[src/rtl/face_detection_pkg.sv]
// ============================================================================
// Module      : face_detection_pkg
// Description : Shared widths, default frame geometry and feeder FSM states.
// Revision    : 1.0 - initial release
// ============================================================================
`default_nettype none

package face_detection_pkg;

    localparam int DATA_WIDTH_12        = 12;
    localparam int FRAME_WIDTH_DEFAULT  = 640;
    localparam int FRAME_HEIGHT_DEFAULT = 480;
    localparam int FIFO_DEPTH_DEFAULT   = 16;

    typedef enum logic [0:0] {
        IDLE   = 1'b0,
        STREAM = 1'b1
    } feeder_state_t;

    // A one-row frame still needs a 1-bit row field to stay a legal vector.
    function automatic int cnt_width(input int n);
        return (n > 1) ? $clog2(n) : 1;
    endfunction

endpackage

`default_nettype wire

[src/rtl/pixel_sync_fifo.sv]
// ============================================================================
// Module      : pixel_sync_fifo
// Description : Single-clock FIFO with registered read data, updated on pop.
// Revision    : 1.0 - initial release
// ============================================================================
`default_nettype none

module pixel_sync_fifo #(
    parameter int DATA_WIDTH = 12,
    parameter int DEPTH      = 16
) (
    input  logic                  clk_os,
    input  logic                  reset_os,
    input  logic                  i_push,
    input  logic                  i_pop,
    input  logic [DATA_WIDTH-1:0] i_data,
    output logic [DATA_WIDTH-1:0] o_data,
    output logic                  o_full,
    output logic                  o_empty
);

    localparam int c_AW = $clog2(DEPTH);

    logic [DATA_WIDTH-1:0] r_mem [DEPTH];
    logic [c_AW:0]         r_wptr;
    logic [c_AW:0]         r_rptr;
    logic [DATA_WIDTH-1:0] r_data;
    logic                  w_do_push;
    logic                  w_do_pop;

    // Extra pointer MSB tells a wrapped (full) FIFO from an empty one.
    assign o_empty   = (r_wptr == r_rptr);
    assign o_full    = (r_wptr[c_AW] != r_rptr[c_AW]) &&
                       (r_wptr[c_AW-1:0] == r_rptr[c_AW-1:0]);
    assign w_do_push = i_push && !o_full;
    assign w_do_pop  = i_pop && !o_empty;
    assign o_data    = r_data;

    always_ff @(posedge clk_os) begin
        if (w_do_push) begin
            r_mem[r_wptr[c_AW-1:0]] <= i_data;
        end
    end

    always_ff @(posedge clk_os) begin
        if (reset_os) begin
            r_wptr <= '0;
            r_rptr <= '0;
            r_data <= '0;
        end else begin
            if (w_do_push) begin
                r_wptr <= r_wptr + 1'b1;
            end
            if (w_do_pop) begin
                r_rptr <= r_rptr + 1'b1;
                r_data <= r_mem[r_rptr[c_AW-1:0]];
            end
        end
    end

endmodule

`default_nettype wire

[src/rtl/pixel_stream_feeder.sv]
// ============================================================================
// Module      : pixel_stream_feeder
// Description : Buffers pixels and releases one per request, tagged with
//               row/col and SOF/EOF. PIXEL_FEEDER_UNDERRUN_CNT_EN adds a
//               saturating underrun counter output.
// Revision    : 1.0 - initial release
// ============================================================================
`default_nettype none

module pixel_stream_feeder #(
    parameter int DATA_WIDTH_12 = face_detection_pkg::DATA_WIDTH_12,
    parameter int FRAME_WIDTH   = face_detection_pkg::FRAME_WIDTH_DEFAULT,
    parameter int FRAME_HEIGHT  = face_detection_pkg::FRAME_HEIGHT_DEFAULT,
    parameter int FIFO_DEPTH    = face_detection_pkg::FIFO_DEPTH_DEFAULT
) (
    input  logic                                                   clk_os,
    input  logic                                                   reset_os,
    input  logic                                                   i_pixel_valid,
    input  logic [DATA_WIDTH_12-1:0]                               i_pixel,
    output logic                                                   o_pixel_ready,
    input  logic                                                   i_frame_start,
    input  logic                                                   i_pixel_request,
    output logic [DATA_WIDTH_12-1:0]                               o_pixel,
    output logic                                                   o_pixel_valid,
    output logic [face_detection_pkg::cnt_width(FRAME_WIDTH)-1:0]  o_col,
    output logic [face_detection_pkg::cnt_width(FRAME_HEIGHT)-1:0] o_row,
    output logic                                                   o_sof,
    output logic                                                   o_eof,
    output logic                                                   o_underrun,
`ifdef PIXEL_FEEDER_UNDERRUN_CNT_EN
    output logic [15:0]                                            o_underrun_count,
`endif
    output logic                                                   o_busy
);

    import face_detection_pkg::*;

    localparam int c_COL_W = cnt_width(FRAME_WIDTH);
    localparam int c_ROW_W = cnt_width(FRAME_HEIGHT);
    localparam logic [c_COL_W-1:0] c_LAST_COL = c_COL_W'(FRAME_WIDTH - 1);
    localparam logic [c_ROW_W-1:0] c_LAST_ROW = c_ROW_W'(FRAME_HEIGHT - 1);

    feeder_state_t r_state;
    feeder_state_t w_next_state;

    logic               w_full;
    logic               w_empty;
    logic               w_push;
    logic               w_pop;
    logic               w_underrun;
    logic               w_start;
    logic               w_last;
    logic [c_COL_W-1:0] r_col;
    logic [c_ROW_W-1:0] r_row;
    logic [c_COL_W-1:0] r_out_col;
    logic [c_ROW_W-1:0] r_out_row;
    logic               r_valid;
    logic               r_sof;
    logic               r_eof;
    logic               r_underrun;

    assign w_push     = i_pixel_valid && !w_full;
    assign w_start    = (r_state == IDLE) && i_frame_start;
    assign w_pop      = (r_state == STREAM) && i_pixel_request && !w_empty;
    assign w_underrun = (r_state == STREAM) && i_pixel_request && w_empty;
    assign w_last     = (r_col == c_LAST_COL) && (r_row == c_LAST_ROW);

    pixel_sync_fifo #(
        .DATA_WIDTH (DATA_WIDTH_12),
        .DEPTH      (FIFO_DEPTH)
    ) u_fifo (
        .clk_os   (clk_os),
        .reset_os (reset_os),
        .i_push   (w_push),
        .i_pop    (w_pop),
        .i_data   (i_pixel),
        .o_data   (o_pixel),
        .o_full   (w_full),
        .o_empty  (w_empty)
    );

    always_ff @(posedge clk_os) begin
        if (reset_os) begin
            r_state <= IDLE;
        end else begin
            r_state <= w_next_state;
        end
    end

    always_comb begin
        w_next_state = r_state;
        case (r_state)
            IDLE:    if (i_frame_start)  w_next_state = STREAM;
            STREAM:  if (w_pop && w_last) w_next_state = IDLE;
            default: w_next_state = IDLE;
        endcase
    end

    // Position counters name the pixel that the next pop will release.
    always_ff @(posedge clk_os) begin
        if (reset_os || w_start) begin
            r_col <= '0;
            r_row <= '0;
        end else if (w_pop) begin
            if (r_col == c_LAST_COL) begin
                r_col <= '0;
                r_row <= (r_row == c_LAST_ROW) ? '0 : r_row + 1'b1;
            end else begin
                r_col <= r_col + 1'b1;
            end
        end
    end

    always_ff @(posedge clk_os) begin
        if (reset_os) begin
            r_valid    <= 1'b0;
            r_sof      <= 1'b0;
            r_eof      <= 1'b0;
            r_underrun <= 1'b0;
            r_out_col  <= '0;
            r_out_row  <= '0;
        end else begin
            r_valid    <= w_pop;
            r_sof      <= w_pop && (r_col == '0) && (r_row == '0);
            r_eof      <= w_pop && w_last;
            r_underrun <= w_underrun;
            if (w_pop) begin
                r_out_col <= r_col;
                r_out_row <= r_row;
            end
        end
    end

`ifdef PIXEL_FEEDER_UNDERRUN_CNT_EN
    logic [15:0] r_underrun_cnt;

    always_ff @(posedge clk_os) begin
        if (reset_os || w_start) begin
            r_underrun_cnt <= '0;
        end else if (w_underrun && (r_underrun_cnt != 16'hFFFF)) begin
            r_underrun_cnt <= r_underrun_cnt + 16'd1;
        end
    end

    assign o_underrun_count = r_underrun_cnt;
`endif

    assign o_pixel_ready = !w_full;
    assign o_pixel_valid = r_valid;
    assign o_col         = r_out_col;
    assign o_row         = r_out_row;
    assign o_sof         = r_sof;
    assign o_eof         = r_eof;
    assign o_underrun    = r_underrun;
    assign o_busy        = (r_state == STREAM);

endmodule

`default_nettype wire
[config.mk]
export PLATFORM = sky130hd
export DESIGN_NAME = pixel_stream_feeder
export DESIGN_NICKNAME = d
export VERILOG_FILES = /design/src/rtl/face_detection_pkg.sv /design/src/rtl/pixel_sync_fifo.sv /design/src/rtl/pixel_stream_feeder.sv
export SDC_FILE = /design/constraint.sdc
export NUM_CORES = 1
export LEC_CHECK = 0
export CAP_MARGIN = 5
export CORE_MARGIN = 2
export CORE_UTILIZATION = 52
export DETAILED_ROUTE_END_ITERATION = 8
export PLACE_DENSITY = 0.73
export SLEW_MARGIN = 20
export SYNTH_ARGS = -nofsm -noshare
export SYNTH_HDL_FRONTEND = slang
export SYNTH_SLANG_ARGS = --single-unit
[constraint.sdc]
create_clock -name clk_os -period 3.1 [get_ports clk_os]
set_input_delay 0.465 -clock clk_os [delete_from_list [all_inputs] [get_ports clk_os]]
set_output_delay 0.465 -clock clk_os [all_outputs]
set_load 0.005 [all_outputs]
# Word level (Yosys, flattened, before mapping)
# Memory sizes are Yosys's and may differ from the RTL's. A register that Yosys moved wholly into a read port is not among the register bits.
# Cells that the tools add are included.
# W data, S select, Z words.
totals:
  in_bits: 17
  n_memories: 1
  register_bits: 53
  ram_bits: 192
classes:
  add_sub_neg: 4
  mux: 7
  n_bitwise: 1
  n_reduce_logical: 18
  n_eq_ne: 5
memory_table:
  columns: ["memory", "depth", "width", "read_ports", "rd_ports_with_merged_regs", "write_ports", "line_no", "text"]
  rows:
  - ["u_fifo.r_mem", 16, 12, 1, 1, 1, "pixel_sync_fifo.sv:24", "logic [DATA_WIDTH-1:0] r_mem [DEPTH];"]
ops:
  columns: ["operator", "n"]
  rows:
  - ["$logic_and A1 B1 Y1", 12]
  - ["$add A10 B1 Y10 const B", 1]
  - ["$add A5 B1 Y5 const B", 2]
  - ["$eq A10 B10 Y1 const B", 1]
  - ["$logic_not A10 Y1", 1]
  - ["$mux W10", 1]
  - ["$add A9 B1 Y9 const B", 1]
  - ["$eq A9 B9 Y1 const B", 1]
  - ["$logic_not A9 Y1", 1]
  - ["$mux W9", 1]
  - ["$eq A5 B5 Y1", 1]
  - ["$eq A4 B4 Y1", 1]
  - ["$mux W1", 4]
  - ["$logic_not A1 Y1", 2]
  - ["$pmux W1 S2", 1]
  - ["$reduce_and A2 Y1", 1]
  - ["$logic_or A1 B1 Y1", 1]
  - ["$ne A1 B1 Y1", 1]
  - ["$not A1 Y1", 1]

# Longest topological paths before layout
depth:
  word_depth: 7
  mapped_depth: 8

# Hierarchy
# A second synthesis with hierarchy kept.
hier_totals:
  cells_unflattened: 685
  hier_area_um2: 10388.7
by_module_without_submodules:
  columns: ["module", "area_per_inst_um2", "cells_each", "seq_area_each_um2", "instances"]
  rows:
  - ["pixel_sync_fifo", 8568.2, 461, 6206.0, 1]
  - ["pixel_stream_feeder", 1820.5, 224, 860.8, 1]

# Worst setup path before layout
# OpenSTA, ideal clock, no wires.
synth_path:
  path_kind: "flip-flop to flip-flop"
  from: "register u_fifo.r_rptr[3]"
  to: "memory u_fifo.r_mem[3][0], enable pin"
  period_less_slack_ps: 2269
  required_time_ps: 2704
  stages_incl_launch_ff: 6
  path_slack_ps: 831
  t_arrival_ps: 1873
  path_buffers: 1
  path_cell_list: "dfxtp_1 buf_2 xnor2_1 nand4_1 o211ai_1 nor3_1"
synth_between:
  elab_chain_cells: 7
synth_rtl:
  columns: ["item", "line_no", "text"]
  rows:
  - ["start, declared", "pixel_sync_fifo.sv:26", "logic [c_AW:0] r_rptr;"]
  - ["start signal, assigned", "pixel_sync_fifo.sv:55", "r_rptr <= r_rptr + 1'b1;"]
  - ["$eq A4 B4 Y1 *", "pixel_sync_fifo.sv:34", "(r_wptr[c_AW-1:0] == r_rptr[c_AW-1:0]);"]
  - ["$logic_and A1 B1 Y1 *", "pixel_sync_fifo.sv:33", "assign o_full = (r_wptr[c_AW] != r_rptr[c_AW]) &&"]
  - ["$logic_not A1 Y1 *", "pixel_sync_fifo.sv:35, pixel_stream_feeder.sv:62", null]
  - ["$logic_and A1 B1 Y1", "pixel_stream_feeder.sv:62", "assign w_push = i_pixel_valid && !w_full;"]
  - ["$logic_and A1 B1 Y1 *", "pixel_sync_fifo.sv:35", "assign w_do_push = i_push && !o_full;"]
  - ["$mux W1 *", "pixel_sync_fifo.sv:40", "if (w_do_push) begin"]
  - ["$mux W1 (not written as such) *", "pixel_sync_fifo.sv:41", "r_mem[r_wptr[c_AW-1:0]] <= i_data;"]
  - ["end, declared", "pixel_sync_fifo.sv:24", null]
# Every way passes the cells marked *; elsewhere a longest branch is shown, timed or not.

# Final worst setup path
layout_path:
  from: "register u_fifo.r_wptr[2]"
  to: "output port o_pixel_ready"
layout_between:
  elab_chain_cells: 3
layout_rtl:
  columns: ["item", "line_no", "text"]
  rows:
  - ["start, declared", "pixel_sync_fifo.sv:25", "logic [c_AW:0] r_wptr;"]
  - ["start signal, assigned", "pixel_sync_fifo.sv:52", "r_wptr <= r_wptr + 1'b1;"]
  - ["$eq A4 B4 Y1", "pixel_sync_fifo.sv:34", null]
  - ["$logic_and A1 B1 Y1", "pixel_sync_fifo.sv:33", null]
  - ["$logic_not A1 Y1", "pixel_stream_feeder.sv:148", "assign o_pixel_ready = !w_full;"]
  - ["end, declared", "pixel_stream_feeder.sv:20", "output logic o_pixel_ready,"]
# No other way between the ends.

==> results_dict.tcl <==
set metrics [dict create \
    finalSetupViolCount 0 \
    start_kind "flop" \
    layout_setup_ws_ns 0.362 \
    drive_gt1_share_pct 17.3 \
    rsz0062_at_grt "no" \
    stdcell_count 1028 \
    hold_class "in -> reg" \
    period_share_pct 88.3 \
    placed_cell_area_um2 11100 \
    finalSetupTns_ns 0 \
    drt_wl_total_mm 22.3 \
    p_per_area_nw_per_um2 609 \
    relSlewSlack_pct 31.0 \
    clock_latency_ns 0.56 \
    dr_wl_met3_mm 1.16 \
    clk_pin_slew_ns 0.06 \
    top_layer "met4" \
    slowest_stage "dfxtp_1" \
    hold_violations 0 \
    drv_slew 0 \
    ios 54 \
    h-tree-depth 1 \
    path_class "reg -> out" \
    post-route-min-period_ns 2.74 \
    nets 769 \
    drv_cap 0 \
    wl_met2_mm 10.9 \
    critPathMaxFanout 8 \
    synth_top_area_share_pct 56.0 \
    first_pass_iters 4 \
    placedCellCount 980 \
    dieArea_um2 20900 \
    io_buffers 53 \
    overflow 0 \
    place_hpwl_mm 14.1 \
    tightest_slew_ns 1.03 \
    fill_cells 1415 \
    synth-seq-area-share_pct 68.7 \
    postLayoutCoreUtil_pct 61.7 \
    numClockSinks 257 \
    synth_edf_count 192 \
    antenna_left 0 \
    critPathTopFamily "simple AND/OR/NAND/NOR gates" \
    final_common_cell "edfxtp_1" \
    yosys-top-cells-area "edfxtp_1 56%, dfxtp_1 13%, mux4_2 7.9%" \
    grt_pass1_wl_mm 33.8 \
    regToRegSetupSlack_ns 0.56 \
    gp_congestion 0.885 \
    cts_inserted_buffers 26 \
    die_w_um 145 \
    grt_util_all_layers_pct 21.8 \
    m1WireLength_mm 9.65 \
    netlist-cell-type-count 52 \
    crit_path_end_kind "primary output" \
    antenna_found_initial 0 \
    fin_hold_ws_ns 0.449 \
    syn_area_um2 10300 \
    root_buffer "clkbuf_16" \
    grt_max_degree 76 \
    place_ws_ns 0.572 \
    cp_data_required_time_ns 2.63 \
    num_vias 6069 \
    syn_inst 690 \
    synth_warnings 0 \
    cp.arrival_ns 2.27 \
    initial_core_util_pct 52.9 \
    synth_flop_cell "edfxtp_1" \
    power_mw 7.30 \
    irDropWorstVdd_mv 0.548 \
    outcome "finished, final reports clean" \
    wl_per_cell_um 21.7 \
    post_cts_resized 0 \
    grt_pass1_vias 5873 \
    synthToLayoutAreaGrowth_pct 16.6 \
    ys_ff_latch 257 \
    drtIter0Drc 403 \
    cts_setup_buffers 0 \
    synth_top_area_cell "edfxtp_1" \
    max_stage_delay_ns 0.50 \
    dieHeight_um 145 \
    stdcell_area_um2 12000 \
    rows 51 \
    max_freq_mhz 365 \
    clk_path_buf_depth 3 \
    p_leak_nw 3.80 \
    synth_fp_nets 716 \
    core-area_um2 19500 \
    drc 0 \
    path_cells "xnor2_1, and4_1, nand2_1, clkdlybuf4s50_1" \
    cts_tree "built" \
    num_antenna_cells 0 \
    avgSynthCellArea_um2 14.9 \
    crit_buf_inv 1 \
    clock_skew_ns 0.0262 \
    final_cell_mix "192 x edfxtp_1, 63 x dfxtp_1, 60 x nand2_1" \
    synthArstFlopShare_pct 0 \
    vias_per_cell 5.90 \
    ctsHoldBuffers 0 \
]
cells by family after synthesis:
group	after synthesis	synth area share (%)
compound gates	97	6.43
xor+xnor	15	1.35
fa+ha+maj	9	1.09
buf+inv	52	2.22
flops	257	68.7
mux	63	10.8
simple gates	197	9.44
synthesized netlist by cell type (4+ instances only):
library cell    n
clkbuf_1       19
xnor2_1        11
a21oi_1        30
or4_1           5
nand3_1        16
nor4_1          5
buf_2          23
inv_1           7
mux2_2         25
a211oi_1       27
dfxtp_1        65
nor3_1         29
mux4_2         36
nand2_1        60
o21ai_0         4
and3_1         16
nor2b_1        17
nand4_1         5
o22ai_1        12
o31ai_1         4
edfxtp_1      192
nor2_1         32
o211ai_1        5
ha_1            9
worst register-to-register path: cells and delay by family (launching register included):
family	cells	cell delay [ns]
DFF	1	0.50
xor gates and xnor gates	1	0.14
AOI/OAI and AO/OA	1	0.52
and+or+nand+nor	2	1.01
path summary, 6_finish.rpt:
path	startpoint	to	cells after the start
min reg2reg	o_col[4]	o_col[4]	2
max	u_fifo.r_wptr[2]	o_pixel_ready	4
max reg2reg	u_fifo.r_wptr[2]	u_fifo.r_mem[9][10]	4
min	reset_os	u_fifo.r_rptr[2]	2
layout make-up:
cell class / count / area [um2] / area share (%)
Clock buffer: 28 / 658 / 5.48
Tap cell: 265 / 332 / 2.76
Inverter: 7 / 26.3 / 0.219
Multi-Input combinational cell: 381 / 3020 / 25.2
Clock inverter: 20 / 228 / 1.90
Timing Repair Buffer: 70 / 666 / 5.55
Sequential cell: 257 / 7070 / 58.9
state kept, by name (all words and copies together) (netlist names):
| register | flops |
|---|---|
| u_fifo.r_rptr | 5 |
| o_pixel_valid | 1 |
| r_col | 10 |
| u_fifo.r_wptr | 5 |
| o_underrun | 1 |
| o_col | 10 |
| o_eof | 1 |
| o_sof | 1 |
| o_row | 9 |
| u_fifo.r_mem | 192 |
| r_row | 9 |
| u_fifo.o_data | 12 |
| o_busy | 1 |
per-layer routing:
metal	global-route usage, %	vias up
li1	-	2771
met1	30.4	3054
met2	36.3	207
met3	2.96	37
met4	6.44	0
met5	0	-
power breakdown:
part / switching (mW) / total (mW) / internal (mW)
logic: 0.212 / 0.331 / 0.119
clock network: 1.33 / 3.21 / 1.88
registers: 0.0223 / 3.77 / 3.74
total: 1.56 / 7.30 / 5.74
Note: power is estimated with default switching activity, not from simulation.
